$ cat src/rtl/ram_sdp_gen_pkg.sv
// ram_sdp_gen_pkg: types and constants for the ram_sdp_gen block.
//   clr_state_e : clear-sweep FSM state (CLEAR, IDLE)
//   RDW_OLD/NEW : same-address read-during-write selection for RDW_MODE
package ram_sdp_gen_pkg;

  typedef enum logic {
    CLEAR = 1'b0,
    IDLE  = 1'b1
  } clr_state_e;

  localparam int RDW_OLD = 0;
  localparam int RDW_NEW = 1;

endpackage

$ cat src/rtl/ram_sdp_gen_clr.sv
// ram_sdp_gen_clr: clear-sweep controller for ram_sdp_gen.
// Walks an address counter over the whole array, one word per cycle, and
// reports the address/enable the array should use to write INIT_VAL.
// Ports:
//   CLK   : clock, rising edge
//   RESET : asynchronous active-high reset (starts a sweep from address 0)
//   CLR   : request a (re)start of the sweep from address 0
//   BUSY  : sweep in progress (registered, 1 exactly while state is CLEAR)
//   CADDR : address being cleared this cycle
//   CWE   : clear write enable
module ram_sdp_gen_clr
  import ram_sdp_gen_pkg::*;
#(
  parameter int ADDR_W = 4
) (
  input  logic              CLK,
  input  logic              RESET,
  input  logic              CLR,
  output logic              BUSY,
  output logic [ADDR_W-1:0] CADDR,
  output logic              CWE
);

  clr_state_e        state;
  logic [ADDR_W-1:0] cnt;

  always_ff @(posedge CLK or posedge RESET) begin
    if (RESET) begin
      state <= CLEAR;
      cnt   <= '0;
      BUSY  <= 1'b1;
    end else begin
      unique case (state)
        CLEAR: begin
          if (CLR) begin
            cnt <= '0;
          end else if (cnt == '1) begin
            state <= IDLE;
            BUSY  <= 1'b0;
            cnt   <= '0;
          end else begin
            cnt <= cnt + 1'b1;
          end
        end
        IDLE: begin
          if (CLR) begin
            state <= CLEAR;
            BUSY  <= 1'b1;
            cnt   <= '0;
          end
        end
      endcase
    end
  end

  assign CADDR = cnt;
  assign CWE   = BUSY;

endmodule

$ cat src/rtl/ram_sdp_gen.sv
// ram_sdp_gen: simple dual-port RAM (one write port, one read port) with a
// hardware clear sweep after reset or on request.
// Parameters: DATA_W, ADDR_W (DEPTH = 2**ADDR_W), OUT_REG (0 async read,
//   1 registered read), RDW_MODE (RDW_OLD / RDW_NEW), INIT_VAL (sweep value).
// Ports:
//   CLK   : clock, rising edge
//   RESET : asynchronous active-high reset
//   CLR   : request a clear sweep
//   BUSY  : clear sweep in progress (writes ignored, reads return INIT_VAL)
//   WRE/WAD/DI : write enable, address, data
//   RE    : read enable (registered read only)
//   RAD   : read address
//   DO    : read data
// Optional: define RAM_SDP_GEN_PARITY_EN to store an even-parity bit per word
//   and add PINJ (invert stored parity on write) and PERR (read parity error).
module ram_sdp_gen
  import ram_sdp_gen_pkg::*;
#(
  parameter int              DATA_W   = 2,
  parameter int              ADDR_W   = 4,
  parameter int              OUT_REG  = 0,
  parameter int              RDW_MODE = RDW_OLD,
  parameter logic [DATA_W-1:0] INIT_VAL = '0
) (
  input  logic              CLK,
  input  logic              RESET,
  input  logic              CLR,
  output logic              BUSY,
  input  logic              WRE,
  input  logic [ADDR_W-1:0] WAD,
  input  logic [DATA_W-1:0] DI,
  input  logic              RE,
  input  logic [ADDR_W-1:0] RAD,
  output logic [DATA_W-1:0] DO
`ifdef RAM_SDP_GEN_PARITY_EN
  ,
  input  logic              PINJ,
  output logic              PERR
`endif
);

  localparam int DEPTH = 2 ** ADDR_W;

`ifdef RAM_SDP_GEN_PARITY_EN
  // Stored word = {parity, data}; parity bit makes the word XOR to zero.
  localparam int WORD_W = DATA_W + 1;
  localparam logic [WORD_W-1:0] INIT_WORD = {^INIT_VAL, INIT_VAL};
  logic [WORD_W-1:0] wr_word;
  assign wr_word = {(^DI) ^ PINJ, DI};
`else
  localparam int WORD_W = DATA_W;
  localparam logic [WORD_W-1:0] INIT_WORD = INIT_VAL;
  logic [WORD_W-1:0] wr_word;
  assign wr_word = DI;
`endif

  logic [ADDR_W-1:0] clr_addr;
  logic              clr_we;

  ram_sdp_gen_clr #(
    .ADDR_W(ADDR_W)
  ) u_clr (
    .CLK  (CLK),
    .RESET(RESET),
    .CLR  (CLR),
    .BUSY (BUSY),
    .CADDR(clr_addr),
    .CWE  (clr_we)
  );

  logic [WORD_W-1:0] mem [DEPTH];

  // Array has no reset; the sweep is what initialises it.
  always_ff @(posedge CLK) begin
    if (clr_we) begin
      mem[clr_addr] <= INIT_WORD;
    end else if (WRE) begin
      mem[WAD] <= wr_word;
    end
  end

  logic [WORD_W-1:0] rd_word;
  logic [WORD_W-1:0] out_word;

  // Read-path word as seen before the coming edge: INIT while sweeping,
  // the incoming write data when bypass is selected, else the array.
  always_comb begin
    rd_word = mem[RAD];
    if (BUSY) begin
      rd_word = INIT_WORD;
    end else if ((RDW_MODE == RDW_NEW) && WRE && (RAD == WAD)) begin
      rd_word = wr_word;
    end
  end

  generate
    if (OUT_REG != 0) begin : g_reg
      logic [WORD_W-1:0] do_q;
      always_ff @(posedge CLK or posedge RESET) begin
        if (RESET) begin
          do_q <= '0;
        end else if (RE) begin
          do_q <= rd_word;
        end
      end
      assign out_word = do_q;
    end else begin : g_comb
      logic unused_re;
      assign unused_re = RE;
      assign out_word  = rd_word;
    end
  endgenerate

  assign DO = out_word[DATA_W-1:0];

`ifdef RAM_SDP_GEN_PARITY_EN
  assign PERR = (^out_word) & ~BUSY;
`endif

endmodule

$ cat config.mk
export PLATFORM = sky130hd
export DESIGN_NAME = ram_sdp_gen
export DESIGN_NICKNAME = d
export VERILOG_FILES = /design/src/rtl/ram_sdp_gen_pkg.sv /design/src/rtl/ram_sdp_gen_clr.sv /design/src/rtl/ram_sdp_gen.sv
export SDC_FILE = /design/constraint.sdc
export NUM_CORES = 1
export LEC_CHECK = 0
export ABC_AREA = 1
export CAP_MARGIN = 20
export CORE_MARGIN = 10
export CORE_UTILIZATION = 40
export CTS_CLUSTER_DIAMETER = 40
export DETAILED_ROUTE_END_ITERATION = 6
export GPL_ROUTABILITY_DRIVEN = 0
export PLACE_DENSITY = 0.68
export SYNTH_ARGS = -nofsm -noshare
export SYNTH_HDL_FRONTEND = slang
export SYNTH_SLANG_ARGS = --single-unit
$ cat constraint.sdc
create_clock -name CLK -period 2 [get_ports CLK]
set_clock_uncertainty 0.2 [all_clocks]
set_input_delay 0.4 -clock CLK [delete_from_list [all_inputs] [get_ports CLK]]
set_output_delay 0.4 -clock CLK [all_outputs]
set_load 0.01 [all_outputs]
==> summary.txt, run 1 <==
Yosys
  • Synth Warn #: 0
  • Gate Count Post-Synth: 201
  • Number of flops mapped to enable cells by yosys: 32
  • Post-synthesis sequential area ratio: 60.6%
  • Cell Area, Synth: between 1500 and 2000 µm²
  • Synth Flop Type: edfxtp_1
  • FF+latch count, synth: 38
  • Share of flip-flops with an asynchronous set or reset: 15.8%
  • Avg Cell Area, Syn: 9.13 µm²
  • Yosys cell types: 22
  • Mapped Nets: 217

GRT
  • First-pass GRT wire length: a little over 6000 µm
  • GRT Overall Usage: 10.3%
  • Initial antenna violation count: 0
  • Global route overflow: 0
  • Largest net degree at the start of global routing: 17
  • Vias in the first global route: 1370

Die
  • Die height: slightly below 90 µm
  • I/O pins: 18
  • Initial Util: 41.8%
  • Die area: 7690 µm²
  • CORE AREA: 4380 µm²
  • # rows: 24
  • Die width: between 80 and 90 µm

Clock tree
  • Hold_buf cts: 0
  • CTS Buf Count: 5
  • TritonCTS Sinks: 38
  • Max Buffers Root-to-Sink: 2
  • CTS H-Tree Depth: 2
  • Worst-skew pair later-pin latency: 290 ps
  • Root buf cell: clkbuf_8
  • Clock transition at path regs: 70 ps
  • CTS tree: yes

Timing
  • Hold_ws: 116 ps
  • Hold Vio Cnt, Final: 0
  • Slew Limit Headroom: 84.4%
  • Sum of negative setup slack: 0 ps
  • Final worst slack: ~92 ps
  • Final period util: 95.4%
  • Final slew viol count: 0
  • RSZ-0062 raised after global routing: true
  • Fmax achieved: 0.524 GHz
  • Crit path time final: 1910 ps
  • Measured slew at the worst slew-check pin: between 200 and 250 ps
  • Finish-stage setup viols: 0

Drt
  • First drt pass iteration count: 4
  • Drt wl/cell: between 10 and 15 µm
  • Routed Antenna Nets: 0
  • DRC viols: 0
  • DR vias: between 1000 and 1500
  • DR iter-0 viols: 76
  • Via/cell ratio: 4.86
  • Final WL: between 3000 and 4000 µm

Layout
  • Most common cell after layout, fill and taps aside: nand2_1
  • Most frequent cells in the layout: nand2_1 (53), edfxtp_1 (32), inv_1 (30)
  • Layout Nets: 247
  • Area of the multi-input gates: 587 µm²
  • Synthesis-to-finish area growth: 27.1%
  • Share of cells above drive strength 1: 16.8%
  • Filler Cells Inserted: 409
  • Register Area: about 1100 µm²
  • Final Instance Area: 2330 µm²
  • # diodes: 0

Pwr
  • Switching part of the total: 21.7%
  • Worst vdd ir: 0.687 mV
  • Lkg Pwr: 0.00104 µW
  • Sequential share of power: between 40% and 50%
  • Power Density: just over 800 nW/µm²
  • Gate power share: 12.4%
  • Internal power: 1480 µW
  • Net Sw Power: about 410 µW
  • Clock share of power: 39.8%
  • Tot Pwr: 1890 µW

Setup path
  • Slowest CP cell: buf_2
  • Crit. End Element: primary output
  • FF-to-FF Start: u_clr.BUSY
  • Flop-to-flop setup slack: around 120 ps
  • R2r worst-path depth: 6
  • CP Launch Type: input pin
  • Capturing point of the worst reg2reg path: mem[5][1]
  • Worst-path fanout max: 8
  • Critical path, cell by cell: buf_8, buf_12, clkinv_8, nand2_1, nand2_1, nand2_2, nand3_1, nand3_1, a21oi_1, buf_2
  • WP data arrival: about 1300 ps
  • CP Launch Point: RAD[0]
  • Setup Crit Path Kind: input pin to primary output
  • CP max stage delay: 150 ps
  • Critical Path RT: 1400 ps

Job
  • Max Cap Viol: 0

Placed design
  • Dpl ws: -734 ps
  • Port bufs: 16
  • Placed Area: 2100 µm²
  • HPWL Detailed: 2780 µm

Outcome
  • Status: completed

Worst hold path
  • Worst hold path type: input pin to async pin
[worst max-delay path: cells and delay by family]
kind | cells | cell delay (ps)
AO/OA/AOI/OAI | 1 | 140
AND/OR/NAND/NOR | 5 | 300
buffers and inverters | 4 | 460
[cells by family (layout without fill, tap and decap cells)]
| family | count (synthesis) | in the layout | share of synthesized area, % |
|---|---|---|---|
| AOI/OAI and AO/OA | 13 | 13 | 3.62 |
| and+or+nand+nor | 110 | 110 | 25.4 |
| DFF | 38 | 38 | 60.6 |
| adders and majority gates | 1 | 1 | 0.682 |
| buffers and inverters | 38 | 69 | 9.14 |
| xor gates and xnor gates | 1 | 1 | 0.478 |
[sequential cells by signal, indices dropped and copies added (netlist names)]
name and cells:
mem 32, u_clr.BUSY 1, u_clr.state 1, u_clr.CADDR 4
[worst max path at each step]
stage | cells past startpoint | to | slack (ps)
floorplan | 7 | DO[0] | 230
global placement | 10 | DO[1] | -720
detailed placement | 10 | DO[1] | -730
CTS | 8 | DO[1] | 30
global route | 6 | mem[3][0] | -40
finish | 10 | DO[1] | 90
[cells in the mapped netlist (2+ instances only)]
library cell  number  area (µm²)
nor2_1            20        75.1
nand3_1           28         140
edfxtp_1          32         961
dfrtp_1            5         125
nand2_2            2        12.5
o21ai_0            2        10.0
a21oi_1            6        30.0
nand2_1           57         214
inv_1             32         120
o21ai_1            4        20.0
buf_6              2        22.5
[timing repair]
item / 4_1_cts / 5_1_grt
resized for setup: 20 / 15
setup endpoints to repair: 3 / 16
pin swaps: 2 / 9
setup buffers: 0 / 0
cloned: 1 / 2
[per-layer routing]
layer | GRT usage [%] | wire (µm) | vias to the layer above
met5 | 0 | 0 | -
li1 | - | - | 708
met4 | 5.36 | 84 | 0
met3 | 3.99 | 196 | 10
met1 | 11.2 | 1600 | 634
met2 | 17.1 | 1880 | 27
[power groups by stage]
stage / sequential (µW) / clock [µW] / combinational, µW
finish: 905 / 754 / 236
global route: 908 / 804 / 267
CTS: 905 / 764 / 223
detailed placement: 922 / 0 / 218
global placement: 922 / 0 / 215
floorplan: 919 / 0 / 131
[stage by stage]
step,std cells,util [%]
4_1_cts,282,51.4
2_1_floorplan,201,-
5_1_grt,284,53.2
6_report,284,53.2
3_3_place_gp,273,47.8
3_5_place_dp,273,47.8
[cell type report]
cell class,instances,area share (%)
multi-input combinational,125,25.2
timing repair inverter,1,0.376
clock inverter,3,2.74
inverter,34,6.01
tap,52,2.79
sequential,38,47.7
timing repair buffer,26,12.2
clock buffer,5,2.95
Note: power is estimated with default switching activity, not from simulation.
==> inputs of run 2 (changes only) <==
CORE_MARGIN = default   (was 10)
PLACE_DENSITY = default   (was 0.68)
PLACE_DENSITY_LB_ADDON = 0.12   (was default)
SLEW_MARGIN = 20   (was default)
==> summary.txt, run 2 (synthesis results as in run 1) <==
Setup path
  • Setup Crit Path Kind: input pin to primary output (unchanged)
  • Critical path, cell by cell: buf_4, bufbuf_16, nand2_1, nand2_1, nand2_1, nand3_1, nand3_1, a21oi_1, buf_2 (was buf_8, buf_12, clkinv_8, nand2_1, nand2_1, nand2_2, nand3_1, nand3_1, a21oi_1, buf_2)
  • CP Launch Point: RAD[0] (unchanged)
  • Slowest CP cell: bufbuf_16 (was buf_2)
  • Worst-path fanout max: 8 (unchanged)
  • FF-to-FF Start: u_clr.BUSY (unchanged)
  • CP Launch Type: input pin (unchanged)
  • Crit-path most repeated cell: nand2_1
  • WP data arrival: 1370 ps (was 1310 ps)
  • Crit. End Element: primary output (unchanged)
  • Critical Path RT: 1400 ps (about the same)
  • CP max stage delay: 250 ps (was 150 ps)

Timing
  • Measured slew at the worst slew-check pin: 322 ps (was 234 ps)
  • Final worst slack: 29.6 ps (was 91.9 ps)
  • Final period util: 98.5% (was 95.4%)
  • Finish-stage setup viols: 0 (unchanged)
  • Final slew viol count: 0 (unchanged)
  • RSZ-0062 raised after global routing: true (unchanged)
  • Crit path time final: 1970 ps (was 1910 ps)
  • Slew Limit Headroom: 78.4% (was 84.4%)
  • Hold Vio Cnt, Final: 0 (unchanged)
  • Fmax achieved: 0.508 GHz (was 0.524 GHz)

Pwr
  • Power Density: 725 nW/µm² (was 813 nW/µm²)
  • Lkg Pwr: 0.00101 µW (was 0.00104 µW)
  • Internal power: 1230 µW (was 1480 µW)
  • Switching part of the total: 25.3% (was 21.7%)
  • Clock share of power: 29.8% (was 39.8%)
  • Sequential share of power: 54.7% (was 47.8%)
  • Gate power share: 15.5% (was 12.4%)
  • Worst vdd ir: 0.414 mV (was 0.687 mV)
  • Net Sw Power: 417 µW (was 412 µW)

Layout
  • Largest register FFs: 32 (unchanged)
  • Synthesis-to-finish area growth: 24.1% (was 27.1%)
  • Filler Cells Inserted: 396 (was 409)
  • Share of cells above drive strength 1: 20.4% (was 16.8%)
  • Largest Register: mem (unchanged)
  • Register Area: 1110 µm² (unchanged)
  • Most common cell after layout, fill and taps aside: nand2_1 (unchanged)
  • Fin cells: 282 (was 284)
  • Area of the multi-input gates: 622 µm² (was 587 µm²)
  • # diodes: 0 (unchanged)
  • Most frequent cells in the layout: nand2_1 (51), edfxtp_1 (32), inv_1 (30) (was nand2_1 (53), edfxtp_1 (32), inv_1 (30))
  • Layout Nets: 245 (was 247)

Placed design
  • Port bufs: 16 (unchanged)
  • Dpl ws: -756 ps (was -734 ps)
  • HPWL Detailed: 2940 µm (was 2780 µm)
  • Placed insts: 271 (was 273)

Drt
  • Top sig layer: met4 (unchanged)
  • DR vias: 1408 (was 1379)
  • Routed Antenna Nets: 0 (unchanged)
  • Met1 Wirelength: 1560 µm (was 1600 µm)
  • First drt pass iteration count: 4 (unchanged)
  • Met2 wire length: 1960 µm (was 1880 µm)
  • Via/cell ratio: 4.99 (was 4.86)
  • DR iter-0 viols: 72 (was 76)
  • Final WL: 3870 µm (was 3760 µm)
  • Drt wl/cell: 13.7 µm (was 13.2 µm)
  • DRC viols: 0 (unchanged)
  • Met3 WL post-DR: 169 µm (was 196 µm)

Die
  • I/O pins: 18 (unchanged)
  • # rows: 24 (unchanged)
  • Die width: 69.7 µm (was 87.7 µm)
  • Die height: 69.7 µm (was 87.7 µm)
  • CORE AREA: 4380 µm² (unchanged)
  • Initial Util: 41.8% (unchanged)
  • Die area: 4860 µm² (was 7690 µm²)

Clock tree
  • Root buf cell: clkbuf_8 (unchanged)
  • CTS tree: yes (unchanged)
  • TritonCTS Sinks: 38 (unchanged)
  • CTS Buf Count: 5 (unchanged)
  • Worst-skew pair later-pin latency: 280 ps (was 290 ps)
  • Max Buffers Root-to-Sink: 2 (unchanged)
  • Clock transition at path regs: 70 ps (about the same)
  • CTS H-Tree Depth: 2 (unchanged)

GRT
  • First-pass GRT wire length: 6460 µm (was 6140 µm)
  • Largest net degree at the start of global routing: 17 (unchanged)
  • Vias in the first global route: 1422 (was 1370)
  • GRT Overall Usage: 17.5% (was 10.3%)
  • Global route overflow: 0 (unchanged)
  • Initial antenna violation count: 0 (unchanged)

Worst hold path
  • Worst hold path type: input pin to async pin (unchanged)

Job
  • Max Cap Viol: 0 (unchanged)

Outcome
  • Status: completed (unchanged)
run 2: cell types whose count changed in the layout (fill, tap and decap cells not counted), sizes merged:
cell and change:
bufinv -2, bufbuf +1, buf -1, clkdlybuf4s15 -1, dlymetal6s2s +1
run 2: final timing paths:
| check | slack (ps) | depth (start not counted) | endpoint |
|---|---|---|---|
| max in group asynchronous | 1210 | 2 | u_clr.BUSY |
| hold / removal | 130 | 2 | u_clr.state |
| min in group CLK | 420 | 2 | u_clr.CADDR[1] |
| hold reg to reg | 420 | 2 | u_clr.CADDR[1] |
| setup reg to reg | 80 | 7 | mem[3][1] |
| setup / recovery | 30 | 9 | DO[1] |
run 2: cell type report:
class | count | area share [%]
sequential | 38 | 48.8
multi-input combinational | 125 | 27.3
timing repair buffer | 25 | 11.3
inverter | 34 | 6.15
clock buffer | 6 | 3.19
tap | 52 | 2.86
clock inverter | 2 | 0.385
run 2: per-layer routing:
metal | global-route usage, % | up-vias
li1 | - | 703
met1 | 20.7 | 637
met2 | 29.1 | 51
met3 | 3.20 | 17
met4 | 11.6 | 0
met5 | 0 | -
run 2: power by group through the flow:
stage	registers, µW	clock network [µW]	logic [µW]
after floorplan	919	0	131
after global placement	923	0	213
after detailed placement	923	0	220
after CTS	903	501	236
after global routing	906	532	281
final	903	491	255
run 2: repair_timing:
action	in CTS	in global routing
pin swaps	2	4
hold buffers	0	0
gates cloned	1	0
resized for setup	21	21
setup endpoints to repair	3	27
buffers inserted	2	0
run 2: stage by stage:
step | setup TNS (ps) | hold slack [ps] | util [%] | area [µm²] | total power (µW)
after floorplan | 0 | -9.77 | - | 1830 | 1050
after global placement | -5770 | 373 | 47.5 | 2080 | 1140
after detailed placement | -6820 | 390 | 47.5 | 2080 | 1140
after CTS | 0 | 125 | 50.4 | 2210 | 1640
after global routing | -101 | 134 | 51.9 | 2280 | 1720
final | 0 | 127 | 51.9 | 2280 | 1650
run 2: worst max-delay path, delay by kind of cell:
family          cells  cell delay (ps)
buf+inv             3              500
simple gates        5              330
compound gates      1              130
